--- src/rtl/control_unit.sv ---
// Hard-wired control sequencer for the datapath: fetch, decode, and one control step per clock.
// Control outputs are a Moore decode of the current step and the opcode and register fields of
// the IR. The IR is not registered here.
module control_unit #(
  parameter int unsigned NRegs = 16
) (
  input  logic             clock_i,
  input  logic             clear_i,
  input  logic [31:0]      ir_i,
  input  logic             stop_i,
  output logic             pcout_o,
  output logic             zhighout_o,
  output logic             zlowout_o,
  output logic             mdrout_o,
  output logic             hiout_o,
  output logic             loout_o,
  output logic             pcin_o,
  output logic             irin_o,
  output logic             marin_o,
  output logic             mdrin_o,
  output logic             yin_o,
  output logic             zhighin_o,
  output logic             zlowin_o,
  output logic             hiin_o,
  output logic             loin_o,
  output logic             incpc_o,
  output logic             read_o,
  output logic             cout_o,
  output logic             inport_o,
  output logic             cin_o,
  output logic             outport_o,
  output logic [4:0]       op_o,
  output logic [NRegs-1:0] r_in_o,
  output logic [NRegs-1:0] r_out_o,
  output logic             run_o,
  output logic             illegal_o
);

  typedef enum logic [2:0] {
    StT0   = 3'd0,
    StT1   = 3'd1,
    StT2   = 3'd2,
    StT3   = 3'd3,
    StT4   = 3'd4,
    StT5   = 3'd5,
    StT6   = 3'd6,
    StHalt = 3'd7
  } state_e;

  typedef enum logic [2:0] {
    ClsThree,
    ClsUnary,
    ClsMulDiv,
    ClsNop,
    ClsHalt,
    ClsIllegal
  } cls_e;

  state_e     state_q, state_d;
  logic       stop_pending_q, stop_pending_d;
  logic       illegal_q, illegal_d;
  logic       to_t0;
  logic       stop_now;
  cls_e       cls;
  logic [4:0] alu_op;

  logic [4:0]       opcode;
  logic [NRegs-1:0] ra_oh, rb_oh, rc_oh;

  // Low IR bits carry immediates used only by the datapath.
  logic unused_ir_bits;
  assign unused_ir_bits = ^ir_i[14:0];

  function automatic logic [NRegs-1:0] onehot(input logic [3:0] idx);
    logic [NRegs-1:0] v;
    v      = '0;
    v[idx] = 1'b1;
    return v;
  endfunction

  assign opcode = ir_i[31:27];
  assign ra_oh  = onehot(ir_i[26:23]);
  assign rb_oh  = onehot(ir_i[22:19]);
  assign rc_oh  = onehot(ir_i[18:15]);

  // Reserved port-I/O controls are held idle.
  assign cout_o    = 1'b0;
  assign inport_o  = 1'b0;
  assign cin_o     = 1'b0;
  assign outport_o = 1'b0;

  // Opcode decode into an instruction class and ALU operation.
  always_comb begin
    cls    = ClsIllegal;
    alu_op = 5'b00000;
    case (opcode)
      5'b00011: begin cls = ClsThree;  alu_op = 5'b00010; end
      5'b00100: begin cls = ClsThree;  alu_op = 5'b00011; end
      5'b00101: begin cls = ClsThree;  alu_op = 5'b00000; end
      5'b00110: begin cls = ClsThree;  alu_op = 5'b00001; end
      5'b00111: begin cls = ClsThree;  alu_op = 5'b00100; end
      5'b01000: begin cls = ClsThree;  alu_op = 5'b00101; end
      5'b01111: begin cls = ClsMulDiv; alu_op = 5'b01000; end
      5'b10000: begin cls = ClsMulDiv; alu_op = 5'b01001; end
      5'b10001: begin cls = ClsUnary;  alu_op = 5'b00110; end
      5'b10010: begin cls = ClsUnary;  alu_op = 5'b00111; end
      5'b11010: cls = ClsNop;
      5'b11011: cls = ClsHalt;
      default:  cls = ClsIllegal;
    endcase
  end

  // State, pending-stop and illegal-pulse registers with synchronous clear.
  always_ff @(posedge clock_i) begin
    if (clear_i) begin
      state_q        <= StT0;
      stop_pending_q <= 1'b0;
      illegal_q      <= 1'b0;
    end else begin
      state_q        <= state_d;
      stop_pending_q <= stop_pending_d;
      illegal_q      <= illegal_d;
    end
  end

  // Next-state sequencing; instruction boundaries divert to HALT when a stop is pending.
  always_comb begin
    state_d   = state_q;
    to_t0     = 1'b0;
    illegal_d = 1'b0;
    unique case (state_q)
      StT0: state_d = StT1;
      StT1: state_d = StT2;
      StT2: begin
        case (cls)
          ClsNop:     to_t0 = 1'b1;
          ClsIllegal: begin to_t0 = 1'b1; illegal_d = 1'b1; end
          ClsHalt:    state_d = StHalt;
          default:    state_d = StT3;
        endcase
      end
      StT3: begin
        if (cls == ClsThree || cls == ClsUnary || cls == ClsMulDiv) state_d = StT4;
        else                                                       to_t0   = 1'b1;
      end
      StT4: begin
        if (cls == ClsThree || cls == ClsMulDiv) state_d = StT5;
        else                                      to_t0   = 1'b1;
      end
      StT5: begin
        if (cls == ClsMulDiv) state_d = StT6;
        else                  to_t0   = 1'b1;
      end
      StT6:   to_t0   = 1'b1;
      StHalt: state_d = StHalt;
    endcase

    // A Stop in the boundary cycle itself is honoured at that boundary.
    stop_now = stop_pending_q | stop_i;
    if (to_t0) state_d = stop_now ? StHalt : StT0;
    stop_pending_d = (state_d == StHalt && state_q != StHalt) ? 1'b0 : stop_now;
  end

  // Moore control decode of the current step; everything is idle while Clear is high.
  always_comb begin
    pcout_o    = 1'b0;
    zhighout_o = 1'b0;
    zlowout_o  = 1'b0;
    mdrout_o   = 1'b0;
    hiout_o    = 1'b0;
    loout_o    = 1'b0;
    pcin_o     = 1'b0;
    irin_o     = 1'b0;
    marin_o    = 1'b0;
    mdrin_o    = 1'b0;
    yin_o      = 1'b0;
    zhighin_o  = 1'b0;
    zlowin_o   = 1'b0;
    hiin_o     = 1'b0;
    loin_o     = 1'b0;
    incpc_o    = 1'b0;
    read_o     = 1'b0;
    op_o       = 5'b00000;
    r_in_o     = '0;
    r_out_o    = '0;
    if (!clear_i) begin
      unique case (state_q)
        StT0: begin
          pcout_o   = 1'b1;
          marin_o   = 1'b1;
          incpc_o   = 1'b1;
          zlowin_o  = 1'b1;
          zhighin_o = 1'b1;
        end
        StT1: begin
          zlowout_o = 1'b1;
          pcin_o    = 1'b1;
          read_o    = 1'b1;
          mdrin_o   = 1'b1;
        end
        StT2: begin
          mdrout_o = 1'b1;
          irin_o   = 1'b1;
        end
        StT3: begin
          case (cls)
            ClsThree:  begin r_out_o = rb_oh; yin_o = 1'b1; end
            ClsUnary:  begin
              r_out_o   = rb_oh;
              op_o      = alu_op;
              zlowin_o  = 1'b1;
              zhighin_o = 1'b1;
            end
            ClsMulDiv: begin r_out_o = ra_oh; yin_o = 1'b1; end
            default:   ;
          endcase
        end
        StT4: begin
          case (cls)
            ClsThree: begin
              r_out_o   = rc_oh;
              op_o      = alu_op;
              zlowin_o  = 1'b1;
              zhighin_o = 1'b1;
            end
            ClsUnary: begin zlowout_o = 1'b1; r_in_o = ra_oh; end
            ClsMulDiv: begin
              r_out_o   = rb_oh;
              op_o      = alu_op;
              zlowin_o  = 1'b1;
              zhighin_o = 1'b1;
            end
            default: ;
          endcase
        end
        StT5: begin
          case (cls)
            ClsThree:  begin zlowout_o = 1'b1; r_in_o = ra_oh; end
            ClsMulDiv: begin zlowout_o = 1'b1; loin_o = 1'b1; end
            default:   ;
          endcase
        end
        StT6: begin
          if (cls == ClsMulDiv) begin
            zhighout_o = 1'b1;
            hiin_o     = 1'b1;
          end
        end
        StHalt: ;
      endcase
    end
    run_o     = clear_i | (state_q != StHalt);
    illegal_o = illegal_q & ~clear_i;
  end

endmodule

--- config.mk ---
export PLATFORM = sky130hd
export DESIGN_NAME = control_unit
export DESIGN_NICKNAME = d
export VERILOG_FILES = /design/src/rtl/control_unit.sv
export SDC_FILE = /design/constraint.sdc
export NUM_CORES = 1
export LEC_CHECK = 0
export BUFFER_PORTS_ARGS = -buffer_cell sky130_fd_sc_hd__buf_4
export CAP_MARGIN = 30
export CELL_PAD_IN_SITES_DETAIL_PLACEMENT = 1
export CELL_PAD_IN_SITES_GLOBAL_PLACEMENT = 2
export CORE_AREA = 10 10 132 86
export CTS_CLUSTER_SIZE = 14
export DETAILED_ROUTE_END_ITERATION = 8
export DIE_AREA = 0 0 142 96
export GPL_ROUTABILITY_DRIVEN = 0
export PLACE_DENSITY = 0.83
export SYNTH_ARGS = -nofsm -noshare
export SYNTH_HDL_FRONTEND = slang
export SYNTH_SLANG_ARGS = --single-unit
--- constraint.sdc ---
create_clock -name clock_i -period 1.8 [get_ports clock_i]
set_input_delay 0 -clock clock_i [delete_from_list [all_inputs] [get_ports clock_i]]
set_output_delay 0 -clock clock_i [all_outputs]
set_load 0.02 [all_outputs]
==> results_dict.tcl, run 1 <==
set metrics [dict create \
    end_kind "output port" \
    grtUsageTotal_pct 11.03 \
    r2r-start "state_q[0]" \
    fmax_mhz 543.1 \
    synth_flop_cell "dfxtp_1" \
    grt_pass1_wl_mm 12.37 \
    tightest_slew_ns 0.7185 \
    synth_edf_count 0 \
    via_per_inst 4.900 \
    holdPathEnd "state_q[0]" \
    cp.required_ns 1.80 \
    multi_input_area_mm2 0.001404 \
    drt_wl_total_mm 8.134 \
    r2r.worst_path.cells 6 \
    max-slew-margin-rel_pct 52.00 \
    cts_tree "done" \
    diodes 0 \
    post_dp_cell_area_mm2 0.002350 \
    crit_chain "buf_6 -> or4b_4 -> o21a_1 -> or3_4 -> nor3_2 -> a21oi_1 -> o22ai_1 -> buf_4" \
    worstPathArrival_ns 1.84 \
    syn_avg_cell_area_um2 5.848 \
    area_delta_synth_final_pct 61.89 \
    die_h_um 96 \
    criticalPathCategory "input pin to output port" \
    cts_sinks 5 \
    remaining_drc_errors 0 \
    finalSetupViolCount 2 \
    die-width_um 142 \
    ant_nets 0 \
    grt_overflow 0 \
    whs_ns 0.05624 \
    slowest_delay_ns 0.57 \
    hold_violations 0 \
    syn_inst 270 \
    syn-cell-area_mm2 0.001579 \
    drv_cap 0 \
    htreeDepth 1 \
    seqCellArea_um2 101.3 \
    hold_path.class "input pin to register" \
    setup_ws_ns -0.04140 \
    n_fill_cell 1170 \
    hp-start "clear_i" \
    rsz0062_at_grt "true" \
    grt_pass1_vias 2260 \
    dr.pass1.iters 4 \
    grt_max_degree 18 \
    cts_buffers 3 \
    ys_ff_latch 5 \
    post-route-period-util_pct 102.3 \
    utilization_pct 28.66 \
    cpMaxStageDelayCell "or4b_4" \
    clk_pin_slew_ns 0.03 \
    start_kind "input pin" \
    vias 2298 \
    irDropWorstVdd_v 0.0003961 \
    dieArea_mm2 0.01363 \
    regToRegSetupSlack_ns 0.16 \
    design_area_mm2 0.002556 \
    status "complete, but fails checks" \
    yosysMostFrequentCell "nor2_1" \
    synth_warnings 0 \
    start_util_pct 17.70 \
    fin_crit_ns 1.841 \
    clock_latency_ns 0.23 \
    cts_buffer_depth 2 \
    hold_depth 2 \
    rows 27 \
    io_pins 95 \
    synth_top_area_share_pct 11.41 \
    synth_top_area_cell "nor2_1" \
    failed_checks "setup timing" \
    drive_gt1_share_pct 39.38 \
    ys_seq_area_share_pct 6.339 \
    finalPower_mw 1.694 \
    nNetsFinal 389 \
    cts_root_buf "clkbuf_16" \
    yosysUniqueCellTypes 48 \
    synthTopCellsByArea "nor2_1 11%, a22oi_1 7.6%, a21oi_1 6.7%" \
    wl_per_cell_um 17.34 \
    report.final.slew_viol_count 0 \
    timing.rr.end "state_q[1]" \
    finClkSkew_ns 0.002612 \
    synth_common_cells "48 x nor2_1, 28 x nand2_1, 21 x a21oi_1, 19 x nor3_1, 16 x a22oi_1" \
    antenna_found_initial 0 \
    drtIter0Drc 255 \
    postSynth.asyncResetShare_pct 0 \
    core-area_mm2 0.008919 \
    io_buffers 72 \
    dp_hpwl_mm 6.692 \
    p_per_area_mw_per_mm2 662.9 \
    cp_max_fo 5 \
    p_leak_nw 0.9990 \
]
-- routing by layer --
| layer | GRT usage (%) | vias to the layer above | share of wire (%) |
|---|---|---|---|
| li1 | - | 1127 | - |
| met1 | 15.22 | 1089 | 46 |
| met2 | 17.38 | 78 | 46 |
| met3 | 2.459 | 4 | 7.5 |
| met4 | 1.864 | 0 | 0.59 |
| met5 | 0 | - | 0 |
-- how the worst max path moves through the flow --
stage | startpoint | endpoint | slack [ns]
2_1_floorplan | ir_i[27] | op_o[3] | -0.04
3_3_place_gp | ir_i[27] | r_out_o[6] | -0.14
3_5_place_dp | ir_i[27] | op_o[3] | -0.17
4_1_cts | ir_i[28] | r_out_o[2] | 0.006
5_1_grt | ir_i[27] | r_out_o[1] | -0.12
6_report | ir_i[29] | r_out_o[1] | -0.04
-- what timing repair did --
item,in CTS,in global routing
endpoints found under the setup margin,35,40
gates resized for setup,10,19
pin swaps,4,3
hold buffers,0,0
buffers inserted,1,1
-- cell families (layout without fill, tap and decap cells) --
logic type / count (synthesis) / after routing / share of synthesized area, %
flip-flops: 5 / 5 / 6.339
AO/OA/AOI/OAI: 82 / 82 / 33.99
AND/OR/NAND/NOR: 143 / 143 / 44.45
XOR/XNOR: 2 / 2 / 1.110
buffers and inverters: 35 / 112 / 12.28
other: 1 / 7 / 0.2375
multiplexers: 2 / 2 / 1.585
-- stage by stage --
step	setup slack, ns	setup TNS [ns]	std cells
final	-0.04140	-0.05633	469
after global placement	-0.1417	-1.374	463
after CTS	0.006431	0	468
after global routing	-0.1186	-0.9091	469
after detailed placement	-0.1678	-2.327	463
after floorplan	-0.03771	-0.09008	276
-- critical path, delay by kind of cell --
kind	cells	cell delay, ns
buffers and inverters	2	0.28
AOI/OAI and AO/OA	3	0.47
and+or+nand+nor	3	1.07
-- final cells by class --
class | instances | area share [%]
timing repair buffer | 105 | 31.91
multi-input combinational | 236 | 54.92
tap | 116 | 5.678
sequential | 5 | 3.965
inverter | 3 | 0.4405
clock buffer | 4 | 3.084
-- placed cells by master, fill, tap and decap left out, types with 3 or more instances in the layout --
cell type | netlist | routed
nor3_2 | 1 | 5
buf_6 | 1 | 4
clkbuf_16 | 0 | 3
nor2_2 | 0 | 6
dfxtp_1 | 5 | 4
and2_1 | 5 | 5
o2bb2ai_1 | 3 | 3
o21ai_0 | 10 | 9
nor4_2 | 1 | 3
nand3_1 | 6 | 6
conb_1 | 1 | 7
buf_4 | 14 | 100
inv_1 | 3 | 3
a22oi_1 | 16 | 16
o22ai_1 | 14 | 12
nor2_1 | 48 | 42
nor3_1 | 19 | 14
nand2b_1 | 12 | 11
nand2_1 | 28 | 27
nor2b_1 | 9 | 8
a21oi_1 | 21 | 21
-- sequential cells by signal, summed over array words and instances, names as in the netlist --
| signal | cells |
|---|---|
| state_q | 3 |
| illegal_q | 1 |
| stop_pending_q | 1 |
-- report_power, final --
group / internal [mW] / switching, mW
Clock: 0.293 / 0.0710
Sequential: 0.155 / 0.0357
Combinational: 0.483 / 0.656
Total: 0.931 / 0.763
Note: power is estimated with default switching activity, not from simulation.
==> inputs of run 2 (changes only) <==
--- a/config.mk
+++ b/config.mk
@@ -9,12 +9,13 @@
 export CAP_MARGIN = 30
 export CELL_PAD_IN_SITES_DETAIL_PLACEMENT = 1
 export CELL_PAD_IN_SITES_GLOBAL_PLACEMENT = 2
-export CORE_AREA = 10 10 132 86
+export CORE_AREA = 10 10 126 82
+export CTS_BUF_LIST = sky130_fd_sc_hd__clkbuf_4 sky130_fd_sc_hd__clkbuf_8 sky130_fd_sc_hd__clkbuf_16
 export CTS_CLUSTER_SIZE = 14
 export DETAILED_ROUTE_END_ITERATION = 8
-export DIE_AREA = 0 0 142 96
+export DIE_AREA = 0 0 136 92
 export GPL_ROUTABILITY_DRIVEN = 0
-export PLACE_DENSITY = 0.83
+export PLACE_DENSITY = 0.88
 export SYNTH_ARGS = -nofsm -noshare
 export SYNTH_HDL_FRONTEND = slang
 export SYNTH_SLANG_ARGS = --single-unit
==> constraint.sdc (replaced) <==
create_clock -name clock_i -period 2.1 [get_ports clock_i]
set_input_delay 0 -clock clock_i [delete_from_list [all_inputs] [get_ports clock_i]]
set_output_delay 0 -clock clock_i [all_outputs]
set_load 0.02 [all_outputs]
==> run 2 against run 1 <==
  * The run now ends clean
  * Die area decreased by 8.2%
  * Global-route usage increased by 0.57 points
  * Utilization decreased by 1.2 points
  * Combinational power decreased by 32%
  * Non-clock buffer count decreased by 27
  * Sequential share of layout area increased by 0.49 points
  * Sequential power increased by 7%
  * Final cell count decreased by 6.6%
  * Clock power decreased by 10%
  * Register-to-register slack improved by 0.23 ns
  * Largest power group unchanged
==> results_dict.tcl, run 2 (same netlist as run 1, synthesis figures left out) <==
set metrics [dict create \
    status "finished clean" \
    design_area_mm2 0.002246 \
    r2r.worst_path.cells 5 \
    r2r-start "state_q[2]" \
    drtIter0Drc 227 \
    holdPathEnd "state_q[0]" \
    criticalPathCategory "input pin to output port" \
    p_seq_share_pct 15.6 \
    drive_gt1_share_pct 29.75 \
    start_kind "input pin" \
    n_fill_cell 1054 \
    cp.required_ns 2.10 \
    cp_max_fo 10 \
    core-area_mm2 0.008165 \
    vias 2184 \
    largest_registers "state_q: 3 flops, illegal_q: 1 flops, stop_pending_q: 1 flops" \
    largest_reg_flops 3 \
    die-width_um 136 \
    utilization_pct 27.51 \
    slowest_delay_ns 0.60 \
    dieArea_mm2 0.01251 \
    worst-path-buf-inv 2 \
    p_per_area_mw_per_mm2 583.4 \
    fin_crit_ns 1.932 \
    hold_depth 2 \
    multi_input_area_mm2 0.001326 \
    grt_pass1_vias 2223 \
    cts_buffer_depth 2 \
    grtUsageTotal_pct 11.60 \
    timing.rr.end "state_q[1]" \
    seqCellArea_um2 100.1 \
    clock_latency_ns 0.23 \
    largest-register "state_q" \
    wl_per_cell_um 17.61 \
    final.setup.tns_ns 0 \
    htreeDepth 1 \
    hold_violations 0 \
    power.switching_uw 615.4 \
    busiest_layer "met2" \
    grt_overflow 0 \
    start_util_pct 19.34 \
    finalPower_mw 1.310 \
    diodes 0 \
    cts_sinks 5 \
    crit_family "simple AND/OR/NAND/NOR gates" \
    grt_use_met3_pct 2.669 \
    crit_chain "buf_4 -> or4b_4 -> nor2_1 -> a21oi_1 -> nor2_1 -> a22oi_1 -> o22ai_1 -> buf_4" \
    end_kind "output port" \
    intPower_uw 694.9 \
    finClkSkew_ns 0.002388 \
    remaining_drc_errors 0 \
    clk_pin_slew_ns 0.03 \
    whs_ns 0.07437 \
    die_h_um 92 \
    cts_setup_buffers 0 \
    dp_hpwl_mm 6.287 \
    p_comb_share_pct 59.5 \
    fmax_mhz 517.5 \
    cts_buffers 3 \
    final_cell_mix "78 x buf_4, 47 x nor2_1, 27 x nand2_1" \
    max-slew-margin-rel_pct 50.17 \
    io_pins 95 \
    cpMaxStageDelayCell "or4b_4" \
    drt_wl_total_mm 7.715 \
    finalSetupViolCount 0 \
    cts_tree "done" \
    regToRegSetupSlack_ns 0.39 \
    grtUsageMet1_pct 16.29 \
    switching_share_pct 46.97 \
    irDropWorstVdd_v 0.0002251 \
    use_met2_pct 17.82 \
    grt_pass1_wl_mm 12.12 \
    hold_path.class "input pin to register" \
    ant_nets 0 \
    antenna_found_initial 0 \
    hold_buffers 0 \
    tightest_slew_ns 0.7460 \
    area_delta_synth_final_pct 42.23 \
    rows 26 \
    dr.pass1.iters 4 \
    post_dp_cell_area_mm2 0.002145 \
    io_buffers 72 \
    pwr-share-clk_pct 24.9 \
    report.final.slew_viol_count 0 \
    grt_max_degree 26 \
    hp-start "clear_i" \
    post-route-period-util_pct 92.02 \
    nNetsFinal 362 \
    p_leak_nw 0.8553 \
    cts_root_buf "clkbuf_16" \
    drv_cap 0 \
    worstPathArrival_ns 1.93 \
    layout_commonest_cell "buf_4" \
    via_per_inst 4.986 \
]
## run 2: area by class of cell
cell class | instances | area share [%]
well taps | 112 | 6.240
clock buffers | 4 | 3.677
inverters | 3 | 0.5014
repair buffers | 78 | 26.07
multi-input cells | 236 | 59.05
flip-flops and latches | 5 | 4.457
## run 2: how the worst max path moves through the flow
stage                from           to  slack (ns)  cells past startpoint
2_1_floorplan    ir_i[27]      op_o[3]        0.26                      7
3_3_place_gp     ir_i[27]   r_out_o[0]        0.13                      8
3_5_place_dp     ir_i[27]  r_out_o[10]        0.08                      8
4_1_cts        state_q[1]  r_out_o[14]        0.06                      4
5_1_grt        state_q[0]      op_o[3]      -0.001                      6
6_report         ir_i[27]  r_out_o[10]        0.17                      8
## run 2: per-layer routing
| metal | vias to the layer above | routed length (um) |
|---|---|---|
| li1 | 1068 | - |
| met1 | 1057 | 3699 |
| met2 | 55 | 3430 |
| met3 | 4 | 566 |
| met4 | 0 | 19 |
| met5 | - | 0 |
## run 2: metrics by stage
step / instances / worst slack (ns)
detailed placement: 434 / 0.07911
floorplan: 276 / 0.2623
finish: 438 / 0.1675
CTS: 438 / 0.05901
global route: 438 / -0.001111
global placement: 434 / 0.1291
## run 2: power by group through the flow
stage                     sequential, mW  clock (mW)  combinational [mW]
after floorplan                    0.153           0               0.590
after detailed placement           0.202           0               0.770
after global placement             0.198           0               0.750
final                              0.204       0.327               0.779
after CTS                          0.203       0.331               0.773
after global routing               0.217       0.338               0.854
## run 2: timing repair
item                                    4_1_cts  5_1_grt
endpoints found under the setup margin        0       25
endpoints found under the hold margin         0        0
gates resized for setup                       0        6
## run 2: worst reg2reg max path, delay by kind of cell, from the launching register on
family             cells  cell delay [ns]
AOI/OAI and AO/OA      2             0.36
muxes                  1             0.32
DFF                    1             0.55
and+or+nand+nor        2             0.37
==> inputs of run 3 (changes only) <==
--- a/config.mk
+++ b/config.mk
@@ -16,6 +16,7 @@
 export DIE_AREA = 0 0 136 92
 export GPL_ROUTABILITY_DRIVEN = 0
 export PLACE_DENSITY = 0.88
+export SETUP_SLACK_MARGIN = 0.5
 export SYNTH_ARGS = -nofsm -noshare
 export SYNTH_HDL_FRONTEND = slang
 export SYNTH_SLANG_ARGS = --single-unit
==> run 3 against run 2 <==
  * Final cell count rose by 3.2%
  * Flip-flop and latch count unchanged
  * Worst setup slack gained 0.15 ns
  * Fmax rose by 8.4%
  * Die area unchanged
  * Via count rose by 4.9%
  * Clock power barely moved
  * First-iteration DRC count down 34%
  * Largest cell class unchanged
==> results_dict.tcl, run 3 (same netlist as run 1, synthesis figures left out) <==
set metrics [dict create \
    routed.top_layer "met4" \
    rows 26 \
    regToRegSetupSlack_ns 0.46 \
    wl_per_cell_um 18.27 \
    finClkSkew_ns 0.0007869 \
    rsz0062_at_grt "true" \
    met3WireLength_um 675 \
    dieArea_mm2 0.01251 \
    grt_overflow 0 \
    io_pins 95 \
    ant_nets 0 \
    start_kind "input pin" \
    hold_path.class "input pin to register" \
    grt_max_degree 26 \
    dp_hpwl_mm 6.395 \
    final.setup.tns_ns 0 \
    via_per_inst 5.071 \
    post_dp_cell_area_mm2 0.002340 \
    r2r-start "state_q[0]" \
    holdPathEnd "state_q[0]" \
    core-area_mm2 0.008165 \
    hold_violations 0 \
    diodes 0 \
    clk_pin_slew_ns 0.03 \
    wl_met1_mm 3.726 \
    nNetsFinal 376 \
    end_kind "output port" \
    tightest_slew_ns 0.6863 \
    fin_crit_ns 1.782 \
    post-route-period-util_pct 84.86 \
    antenna_found_initial 0 \
    final_cell_mix "79 x buf_4, 25 x nand2_1, 25 x nor2_2" \
    drv_cap 0 \
    cts_sinks 5 \
    largest_registers "state_q: 3 flops, illegal_q: 1 flops, stop_pending_q: 1 flops" \
    cts_tree "done" \
    irDropWorstVdd_v 0.0002519 \
    p_leak_nw 0.9911 \
    vias 2292 \
    drive_gt1_share_pct 51.47 \
    criticalPathCategory "input pin to output port" \
    timing.rr.end "state_q[1]" \
    hp-start "clear_i" \
    worstPathArrival_ns 1.78 \
    die_h_um 92 \
    setup_ws_ns 0.3179 \
    drt_wl_total_mm 8.260 \
    status "finished clean" \
    routed-wl-met2_mm 3.813 \
    report.final.slew_viol_count 0 \
    pre_cts_ws_ns 0.1539 \
    clock_latency_ns 0.23 \
    n_fill_cell 1020 \
    grtUsageTotal_pct 12.23 \
    cp_max_fo 5 \
    cts_buffer_depth 2 \
    cts_root_buf "clkbuf_16" \
    grt_pass1_vias 2309 \
    drtIter0Drc 150 \
    remaining_drc_errors 0 \
    cp.required_ns 2.10 \
    largest_reg_flops 3 \
    p_per_area_mw_per_mm2 569.8 \
    area_delta_synth_final_pct 73.85 \
    dr.pass1.iters 5 \
    hold_depth 2 \
    finalSetupViolCount 0 \
    start_util_pct 19.34 \
    design_area_mm2 0.002745 \
    fmax_mhz 561.1 \
    r2r.worst_path.cells 6 \
    grt_pass1_wl_mm 12.77 \
    cts_buffers 3 \
    die-width_um 136 \
    io_buffers 72 \
    hold_buffers 0 \
    layout_commonest_cell "buf_4" \
    max-slew-margin-rel_pct 54.15 \
    whs_ns 0.04016 \
    htreeDepth 1 \
    largest-register "state_q" \
]
[run 3: final cells by class]
class,count,area [um2],share of cell area [%]
Timing Repair Buffer,92,748.2,27.26
Tap cell,112,140.1,5.105
Inverter,3,11.26,0.4102
Clock buffer,4,82.58,3.008
Multi-Input combinational cell,236,1654,60.26
Sequential cell,5,108.9,3.965
[run 3: metrics by stage]
stage / power, mW / instances / utilization [%]
global placement: 1.013 / 438 / 28.65
detailed placement: 1.035 / 438 / 28.65
CTS: 1.511 / 450 / 32.58
global route: 1.666 / 452 / 33.62
finish: 1.564 / 452 / 33.62
floorplan: 0.7751 / 276 / -
[run 3: per-layer routing]
metal	GRT usage, %	vias to the layer above
met5	0	-
met4	2.032	0
met3	3.268	5
met1	16.30	1121
li1	-	1094
met2	19.52	72
[run 3: worst max path at each step]
stage / to / startpoint / slack, ns / cells past startpoint
after floorplan: illegal_q / state_q[1] / 0.43 / 5
after global placement: r_out_o[0] / ir_i[28] / 0.17 / 8
after detailed placement: r_out_o[0] / ir_i[28] / 0.15 / 8
after CTS: r_out_o[2] / ir_i[29] / 0.34 / 8
after global routing: r_out_o[2] / ir_i[28] / 0.26 / 8
final: r_out_o[2] / ir_i[28] / 0.32 / 8
[run 3: critical path, stage by stage]
cell and delay [ns]:
buf_12 0.10, or4b_4 0.57, o21a_1 0.15, or3_4 0.39
nor3_4 0.14, a21oi_2 0.06, o22ai_2 0.23, buf_6 0.15
[run 3: repair_timing]
item                                    in CTS  in global routing
endpoints found under the setup margin      43                 45
setup buffers                                8                  2
pin swaps                                   12                 16
resized for setup                           46                 18
[run 3: where the power goes]
group	internal (mW)	total (mW)	switching, mW
registers	0.144	0.224	0.0804
logic	0.424	1.01	0.586
clock network	0.265	0.330	0.0656
total	0.833	1.56	0.732
